===== src/rtl/crtc_6845.sv =====
// crtc_6845: HD6845-class CRT controller (type-0 subset) producing HSYNC/VSYNC/DISPEN and MA/RA.
// Latency: all outputs registered; register writes act from the following edge, reads return one edge later.
// Backpressure: none; free-running on CCLK, every bus access completes in the cycle it is presented.
module crtc_6845 #(
    parameter int MA_W = 14,
    parameter int RA_W = 5
) (
    input  logic            CCLK,
    input  logic            RESET_n,
    input  logic            CS_n,
    input  logic            RS,
    input  logic            RW,
    input  logic [7:0]      D_IN,
    output logic [7:0]      D_OUT,
    output logic            HSYNC,
    output logic            VSYNC,
    output logic            DISPEN,
    output logic [MA_W-1:0] MA,
    output logic [RA_W-1:0] RA
);

    typedef enum logic {ST_NORMAL = 1'b0, ST_ADJUST = 1'b1} state_t;

    // Register file held at its stored widths; R8/R10/R11 are kept only for the CPU's benefit.
    typedef struct packed {
        logic [7:0] r0;
        logic [7:0] r1;
        logic [7:0] r2;
        logic [7:0] r3;
        logic [6:0] r4;
        logic [4:0] r5;
        logic [6:0] r6;
        logic [6:0] r7;
        logic [1:0] r8;
        logic [4:0] r9;
        logic [6:0] r10;
        logic [4:0] r11;
        logic [5:0] r12;
        logic [7:0] r13;
        logic [5:0] r14;
        logic [7:0] r15;
    } regs_t;

    regs_t           regs_q, regs_d;
    logic [4:0]      idx_q, idx_d;
    logic [7:0]      dout_q, dout_d;
    logic [7:0]      hcc_q, hcc_d;
    logic [4:0]      vlc_q, vlc_d;
    logic [6:0]      vcc_q, vcc_d;
    logic [4:0]      adj_q, adj_d;
    state_t          st_q, st_d;
    logic [MA_W-1:0] ma_q, ma_d;
    logic [MA_W-1:0] row_q, row_d;
    logic [3:0]      hs_cnt_q, hs_cnt_d;
    logic [4:0]      vs_cnt_q, vs_cnt_d;
    logic            hsync_q, hsync_d;
    logic            vsync_q, vsync_d;
    logic            dispen_q, dispen_d;

    logic            line_end;
    logic            frame_start;
    logic [MA_W-1:0] ma_start;
    logic            unused_regs;

    assign unused_regs = ^{regs_q.r8, regs_q.r10, regs_q.r11};
    assign ma_start    = MA_W'({regs_q.r12, regs_q.r13});

    // CPU side: index/data register writes and registered read-back of R12-R15.
    always_comb begin
        regs_d = regs_q;
        idx_d  = idx_q;
        dout_d = dout_q;
        if (!CS_n && !RW) begin
            if (!RS) begin
                idx_d = D_IN[4:0];
            end else begin
                case (idx_q)
                    5'd0:    regs_d.r0  = D_IN;
                    5'd1:    regs_d.r1  = D_IN;
                    5'd2:    regs_d.r2  = D_IN;
                    5'd3:    regs_d.r3  = D_IN;
                    5'd4:    regs_d.r4  = D_IN[6:0];
                    5'd5:    regs_d.r5  = D_IN[4:0];
                    5'd6:    regs_d.r6  = D_IN[6:0];
                    5'd7:    regs_d.r7  = D_IN[6:0];
                    5'd8:    regs_d.r8  = D_IN[1:0];
                    5'd9:    regs_d.r9  = D_IN[4:0];
                    5'd10:   regs_d.r10 = D_IN[6:0];
                    5'd11:   regs_d.r11 = D_IN[4:0];
                    5'd12:   regs_d.r12 = D_IN[5:0];
                    5'd13:   regs_d.r13 = D_IN;
                    5'd14:   regs_d.r14 = D_IN[5:0];
                    5'd15:   regs_d.r15 = D_IN;
                    default: regs_d = regs_q;
                endcase
            end
        end else if (!CS_n && RW) begin
            if (!RS) begin
                dout_d = 8'h00;
            end else begin
                case (idx_q)
                    5'd12:   dout_d = {2'b00, regs_q.r12};
                    5'd13:   dout_d = regs_q.r13;
                    5'd14:   dout_d = {2'b00, regs_q.r14};
                    5'd15:   dout_d = regs_q.r15;
                    default: dout_d = 8'h00;
                endcase
            end
        end
    end

    // Character/raster/row counters and the NORMAL/ADJUST frame sequencer.
    always_comb begin
        line_end    = (hcc_q == regs_q.r0);
        hcc_d       = line_end ? 8'd0 : hcc_q + 8'd1;
        vlc_d       = vlc_q;
        vcc_d       = vcc_q;
        adj_d       = adj_q;
        st_d        = st_q;
        frame_start = 1'b0;
        if (line_end) begin
            if (st_q == ST_NORMAL) begin
                if (vlc_q == regs_q.r9) begin
                    vlc_d = 5'd0;
                    if (vcc_q == regs_q.r4) begin
                        if (regs_q.r5 == 5'd0) begin
                            frame_start = 1'b1;
                        end else begin
                            st_d  = ST_ADJUST;
                            adj_d = 5'd0;
                        end
                    end else begin
                        vcc_d = vcc_q + 7'd1;
                    end
                end else begin
                    vlc_d = vlc_q + 5'd1;
                end
            end else if (adj_q == regs_q.r5 - 5'd1) begin
                frame_start = 1'b1;
            end else begin
                adj_d = adj_q + 5'd1;
                vlc_d = vlc_q + 5'd1;
            end
        end
        if (frame_start) begin
            vcc_d = 7'd0;
            vlc_d = 5'd0;
            st_d  = ST_NORMAL;
        end
    end

    // Video address: runs every cycle, snapshots the row start on the last raster, reloads at line end.
    always_comb begin
        ma_d  = ma_q + MA_W'(1);
        row_d = row_q;
        if (hcc_q == regs_q.r1 && vlc_q == regs_q.r9) begin
            row_d = ma_q;
        end
        if (frame_start) begin
            ma_d  = ma_start;
            row_d = ma_start;
        end else if (line_end) begin
            ma_d = row_q;
        end
    end

    // Sync pulse generators and display enable, decoded from the next counter state.
    always_comb begin
        hsync_d  = 1'b0;
        hs_cnt_d = 4'd0;
        if (hsync_q && hs_cnt_q != 4'd1) begin
            hsync_d  = 1'b1;
            hs_cnt_d = hs_cnt_q - 4'd1;
        end else if (hcc_d == regs_q.r2 && regs_q.r3[3:0] != 4'd0) begin
            hsync_d  = 1'b1;
            hs_cnt_d = regs_q.r3[3:0];
        end

        vsync_d  = vsync_q;
        vs_cnt_d = vs_cnt_q;
        if (vsync_q) begin
            if (line_end) begin
                if (vs_cnt_q == 5'd1) begin
                    vsync_d  = 1'b0;
                    vs_cnt_d = 5'd0;
                end else begin
                    vs_cnt_d = vs_cnt_q - 5'd1;
                end
            end
        end else if (line_end && st_d == ST_NORMAL && vcc_d == regs_q.r7 && vlc_d == 5'd0) begin
            vsync_d  = 1'b1;
            vs_cnt_d = (regs_q.r3[7:4] == 4'd0) ? 5'd16 : {1'b0, regs_q.r3[7:4]};
        end

        dispen_d = (hcc_d < regs_q.r1) && (vcc_d < regs_q.r6) && (st_d == ST_NORMAL);
    end

    // State update with synchronous active-low reset.
    always_ff @(posedge CCLK) begin
        if (!RESET_n) begin
            regs_q   <= '0;
            idx_q    <= 5'd0;
            dout_q   <= 8'h00;
            hcc_q    <= 8'd0;
            vlc_q    <= 5'd0;
            vcc_q    <= 7'd0;
            adj_q    <= 5'd0;
            st_q     <= ST_NORMAL;
            ma_q     <= '0;
            row_q    <= '0;
            hs_cnt_q <= 4'd0;
            vs_cnt_q <= 5'd0;
            hsync_q  <= 1'b0;
            vsync_q  <= 1'b0;
            dispen_q <= 1'b0;
        end else begin
            regs_q   <= regs_d;
            idx_q    <= idx_d;
            dout_q   <= dout_d;
            hcc_q    <= hcc_d;
            vlc_q    <= vlc_d;
            vcc_q    <= vcc_d;
            adj_q    <= adj_d;
            st_q     <= st_d;
            ma_q     <= ma_d;
            row_q    <= row_d;
            hs_cnt_q <= hs_cnt_d;
            vs_cnt_q <= vs_cnt_d;
            hsync_q  <= hsync_d;
            vsync_q  <= vsync_d;
            dispen_q <= dispen_d;
        end
    end

    assign D_OUT  = dout_q;
    assign HSYNC  = hsync_q;
    assign VSYNC  = vsync_q;
    assign DISPEN = dispen_q;
    assign MA     = ma_q;
    assign RA     = RA_W'(vlc_q);

endmodule

===== config.mk =====
export PLATFORM = sky130hd
export DESIGN_NAME = crtc_6845
export DESIGN_NICKNAME = d
export VERILOG_FILES = /design/src/rtl/crtc_6845.sv
export SDC_FILE = /design/constraint.sdc
export NUM_CORES = 1
export LEC_CHECK = 0
export CAP_MARGIN = 40
export CELL_PAD_IN_SITES_DETAIL_PLACEMENT = 1
export CELL_PAD_IN_SITES_GLOBAL_PLACEMENT = 1
export CORE_ASPECT_RATIO = 0.7
export CORE_MARGIN = 5
export CORE_UTILIZATION = 41
export CTS_BUF_LIST = sky130_fd_sc_hd__clkbuf_2 sky130_fd_sc_hd__clkbuf_4 sky130_fd_sc_hd__clkbuf_8
export DETAILED_ROUTE_END_ITERATION = 10
export PLACE_DENSITY = 0.71
export SYNTH_ARGS = -nofsm -noshare
export SYNTH_HDL_FRONTEND = slang
export SYNTH_SLANG_ARGS = --single-unit

===== constraint.sdc =====
create_clock -name CCLK -period 4.05 [get_ports CCLK]
set_clock_uncertainty 0.1 [all_clocks]
set_input_delay 0.81 -clock CCLK [delete_from_list [all_inputs] [get_ports CCLK]]
set_output_delay 0.81 -clock CCLK [all_outputs]
set_load 0.05 [all_outputs]

After elaboration in Yosys (flattened, before gate mapping)
Index checks and enable logic that the tools add are counted.
- bits in registers: 170
- latch bits: 0
- bits in writable memories: 0
- bits in read-only memories: 0
- input port bits: 13
- output and inout bits: 30
- logic and storage cells: 149
- memories kept: 0
- add/sub/neg operators: 8
- $mul: 0
- div/mod/pow operators: 0
- magnitude comparators: 2
- eq/ne operators: 24
- shifts and indexed selects: 0
- multiplexer cells: 47
- bitwise gates (word level): 3
- reductions and logical operators: 38
- operator list (kind ; count):
    5-bit two-way mux ; 15
    14-bit two-way mux ; 4
    3-bit AND reduction ; 13
    7-bit two-way mux ; 5
    8-bit case mux with 4 select lines ; 1
    5-bit by 4-bit equality test with 1-bit output (second input constant) ; 5
    8-bit equality test ; 3
    5-bit by 3-bit equality test with 1-bit output (second input constant) ; 4
    1-bit two-way mux ; 18
    8-bit two-way mux ; 2
    5-bit zero test ; 3
    14-bit by 1-bit adder with 14-bit output (second input constant) ; 1
    7-bit equality test ; 2
    5-bit by 1-bit adder with 5-bit output (second input constant) ; 2
    5-bit by 1-bit equality test with 1-bit output (second input constant) ; 2
    5-bit by 2-bit equality test with 1-bit output (second input constant) ; 2
    5-bit equality test ; 2
    1-bit logical AND ; 10
    5-bit by 1-bit subtractor with 5-bit output (second input constant) ; 2
    8-bit by 1-bit adder with 8-bit output (second input constant) ; 1
    8-bit < comparator ; 1
    4-bit two-way mux ; 2
    2-bit nonzero test ; 4
    7-bit by 1-bit adder with 7-bit output (second input constant) ; 1
    other kinds (11) ; 17

Depth between registers and ports, before layout
- depth after elaboration: 13
- gate-level depth with buffers: 14
- mapped depth without buffers: 13

Worst setup path before layout
No wires, ideal clock.
- path kind: reg-to-reg
- start: reg vlc_q[1], in the netlist RA[1]
- end: reg dispen_q, in the netlist DISPEN
- setup time: 0.092 ns
- arrival: 3.156 ns
- required time: 3.858 ns
- slack: 0.702 ns
- cell stages (with the launch flop): 12
- buffers on the path: 0
- period minus slack after synthesis: 3.348 ns
- cells stage by stage: dfxtp_1 -> xor2_1 -> or3_4 -> a211o_4 -> or4_4 -> and2_4 -> nor2_1 -> ha_1 -> a22o_1 -> nor4_1 -> nand4_1 -> nor4_1
- cells in the longest elaborated chain, start to end: 8
- elaborated cells on any way between the ends: 16
- classes of those cells: order compare (1); eq/ne (1); mux (11); bitwise (1); reduce/logical (2)
- ends and longest elaborated chain (what ; RTL line ; RTL):
    from (decl) ; 48 ; logic [4:0] vlc_q, vlc_d;
    from (signal assigned) ; 221 ; vlc_q <= vlc_d;
    5-bit equality test * ; 123 ; if (vlc_q == regs_q.r9) begin
    7-bit two-way mux or 1-bit two-way mux (tied branches) ; 123 ;
    7-bit two-way mux or 1-bit two-way mux (tied branches) ; 122 ; if (st_q == ST_NORMAL) begin
    7-bit two-way mux or 1-bit two-way mux (tied branches) ; 121 ; if (line_end) begin
    7-bit two-way mux * ; 145 ; if (frame_start) begin
    via vcc_d[6] ; 49 ; logic [6:0] vcc_q, vcc_d;
    7-bit < comparator * ; 195 ; dispen_d = (hcc_d < regs_q.r1) && (vcc_d < regs_q.r6) && (st_d == ST_NORMAL);
    1-bit logical AND * (2 in a row) ; 195 ;
    to (signal assigned) ; 231 ; dispen_q <= dispen_d;
    to (decl) ; 58 ; logic dispen_q, dispen_d;
The timed path passes the listed nets; every way through them passes the cells marked *.
A chain may end at the register's enable or synchronous reset.

Final worst setup path
- start: reg regs_q[61] in the netlist's numbering
- end: reg vs_cnt_q[1]
- cells in the longest elaborated chain, start to end: 13
- elaborated cells on any way between the ends: 28
- classes of those cells: add/sub (1); eq/ne (2); mux (17); bitwise (1); reduce/logical (7)
- ends and longest elaborated chain (what ; RTL line ; RTL):
    from (decl) ; 44 ; regs_t regs_q, regs_d;
    from (signal assigned) ; 217 ; regs_q <= regs_d;
    parallel branches: the longest is 10 deep, another holds 5-bit by 1-bit subtractor with 5-bit output ; - ;
    1-bit logical AND * ; 190 ; end else if (line_end && st_d == ST_NORMAL && vcc_d == regs_q.r7 && vlc_d == 5'd0) begin
    2-bit nonzero test (no line) * ; - ;
    2-bit AND reduction (no line) * ; - ;
    to (signal assigned) ; 228 ; vs_cnt_q <= vs_cnt_d;
    to (decl) ; 55 ; logic [4:0] vs_cnt_q, vs_cnt_d;
Mark *: on every way between the ends.

==> results.yml <==
run_status:
  outcome: "finished, final reports clean"
timing:
  final.hold.worst_slack_ns: 0.403
  setup_ws_ns: 0.486
  setup_violations: 0
  period_needed_ns: 3.56
  finalMaxSlewViolations: 0
  fmax_ghz: 0.281
  hold_viol_final: 0
  slew_headroom_pct: 41.1
  rsz0062_at_grt: "false"
  finalCritPeriodShare_pct: 88.0
  tns_ns: 0
  worst-slew-pin-transition_ns: 0.876
worst_setup_path:
  worstPathRequired_ns: 4.31
  crit_type: "flip-flop to flip-flop"
  worstPathArrival_ns: 3.83
  end_kind: "flip-flop"
  cp_max_fo: 7
  startpoint_type: "flip-flop"
cells_and_area:
  area_growth_pct: 11.9
  nFillCells: 2504
  drive_gt1_share_pct: 8.25
  final_cells: 1300
  nNetsFinal: 1041
  antennaDiodeCount: 0
  fin_area_um2: 9960
  final_core_util_pct: 46.3
floorplan:
  rows: 45
  dieHeight_um: 133
  num_io_pins: 43
  coreArea_um2: 21500
  fp.dieArea_um2: 24800
  initial_core_util_pct: 41.4
  die_x_um: 186
power:
  finalPower_mw: 4.29
  powerDensity_nw_per_um2: 431
  power_frac_comb_pct: 25.9
  p_int_mw: 2.76
  p_clk_share_pct: 29.8
  power_frac_seq_pct: 44.3
  p_switching_mw: 1.53
  vdd_ir_drop_max_mv: 0.260
  swShare_pct: 35.7
  p_leak_nw: 4.22
clocking:
  cts_made_buffers: 17
  insertion_delay_ns: 0.49
  cts.path.max_buffers: 2
  htreeDepth: 4
  post_cts_buffers: 0
  cts_root_buf: "clkbuf_8"
  ctsHoldBuffers: 0
  clock_sinks: 170
  cts_resized: 0
  cts_tree: "yes"
  clk_pin_slew_ns: 0.10
global_routing:
  grt_pass1_wl_mm: 42.6
  grt_use_total_pct: 21.9
  grt_max_degree: 86
  overflow: 0
  grt_pass1_vias: 7312
  antenna_found_initial: 0
placement:
  io_buffers: 42
  dp_cells: 1268
  dp_slack_ns: 0.547
  dp_hpwl_mm: 19.0
  place_area_um2: 9560
  gp_congestion: 0.817
yosys:
  avgSynthCellArea_um2: 9.06
  synth_ff_type: "dfxtp_1"
  syn_area_um2: 8900
  synthDistinctLibCells: 80
  synth.most_common_cell: "nor2_1"
  synthCells: 982
  synth_top_area_share_pct: 38.3
  ys_async_sr_fraction_pct: 0
  synth_edf_count: 0
  yosys-top-cells-count: "197 x nor2_1, 170 x dfxtp_1, 126 x mux2i_1, 38 x clkbuf_1"
  synth.area.top_cells: "dfxtp_1 38%, mux2i_1 14%, nor2_1 8.3%, xnor2_1 3.5%, ha_1 3.2%"
  syn_nets: 1018
  ys_seq_area_share_pct: 38.3
  synth-seq-cells: 170
  synth_top_area_cell: "dfxtp_1"
  yosysWarnings: 0
route:
  via_per_inst: 5.67
  num_vias: 7365
  drc_errors: 0
  final_antenna_net_count: 0
  drt_iter0_drc: 599
  wire_per_inst_um: 20.3
  drt-pass1-iter-count: 5
  wirelength_mm: 26.4
hold_path:
  hold_class: "flip-flop to flip-flop"
flow_run:
  max-cap-violations: 0
## path summary, 6_finish.rpt
kind,startpoint,to,slack (ns),cells past startpoint
max,regs_q[61]$_SDFFE_PN0P_,vs_cnt_q[1]$_SDFFE_PN0P_,0.49,11
min,regs_q[3]$_SDFFE_PN0P_,regs_q[3]$_SDFFE_PN0P_,0.40,2
max reg2reg,regs_q[61]$_SDFFE_PN0P_,vs_cnt_q[1]$_SDFFE_PN0P_,0.49,11
min reg2reg,regs_q[3]$_SDFFE_PN0P_,regs_q[3]$_SDFFE_PN0P_,0.40,2
## area by class of cell
| class | count | area [um^2] | area share, % |
|---|---|---|---|
| multi-input combinational | 729 | 5150 | 51.7 |
| sequential | 170 | 3400 | 34.2 |
| timing repair buffer | 57 | 546 | 5.48 |
| tap | 282 | 353 | 3.54 |
| clock buffer | 19 | 255 | 2.56 |
| clock inverter | 13 | 140 | 1.41 |
| inverter | 30 | 115 | 1.16 |
## logic make-up (layout without fill, tap and decap cells)
kind of cell               Yosys count  after routing  synth area share [%]
AOI/OAI and AO/OA                  132            132                  11.3
xor gates and xnor gates            68             68                  6.93
adders and majority gates           23             23                  3.23
buffers and inverters               83            119                  3.98
DFF                                170            170                  38.3
muxes                              137            137                  16.4
and+or+nand+nor                    369            369                  19.9
## state kept, by name, summed over array words and instances (netlist names), 4 cells and up
signal / cells
row_q: 14
regs_q: 77
ma_start: 14
vs_cnt_q: 5
vcc_q: 7
D_OUT: 8
adj_q: 5
idx_q: 5
hs_cnt_q: 4
hcc_q: 8
RA: 5
MA: 14
## critical path: stages, from the launching register on
cell	delay, ns
dfxtp_1	0.39
inv_1	0.07
ha_1	0.27
o21ba_1	0.20
a221o_1	0.40
a211oi_2	0.54
a2111oi_0	0.20
a311o_1	0.31
a2111oi_0	0.46
nand4b_1	0.21
mux2i_1	0.19
o211ai_1	0.10
## power by group through the flow
stage                     clock network (mW)  logic [mW]  registers, mW
final                                   1.28        1.11           1.90
after global routing                    1.36        1.21           1.92
after CTS                               1.30        1.12           1.90
after detailed placement                   0        1.11           1.94
after global placement                     0        1.09           1.94
after floorplan                            0       0.658           2.03
## per-layer routing
layer	up-vias	wire [um]	GRT usage [%]
met4	0	288	4.25
li1	3528	-	-
met3	22	1350	4.86
met1	3644	14200	34.8
met2	171	10600	30.0
met5	-	0	0
## layout by cell type (no fill, tap or decap), types with 3 or more instances in the layout
cell type	instances
a2111oi_0	3
a2111oi_2	3
a211oi_1	33
a21oi_1	23
a22oi_1	7
a31oi_1	9
and2_1	8
and3_1	15
and4_1	6
buf_4	14
clkbuf_8	18
clkdlybuf4s50_1	42
clkinv_2	5
dfxtp_1	170
ha_1	23
inv_1	29
inv_6	3
mux2_2	4
mux2i_1	126
mux4_2	6
nand2_1	36
nand2b_1	8
nand3_1	22
nand3b_1	3
nand4_1	17
nor2_1	197
nor2b_1	5
nor3_1	20
nor3b_1	3
nor4_1	5
o2111ai_1	3
o211ai_1	4
o21a_1	3
o21ai_0	14
o22ai_1	3
or3_1	4
xnor2_1	36
xor2_1	30
(Power assumes the default switching activity.)
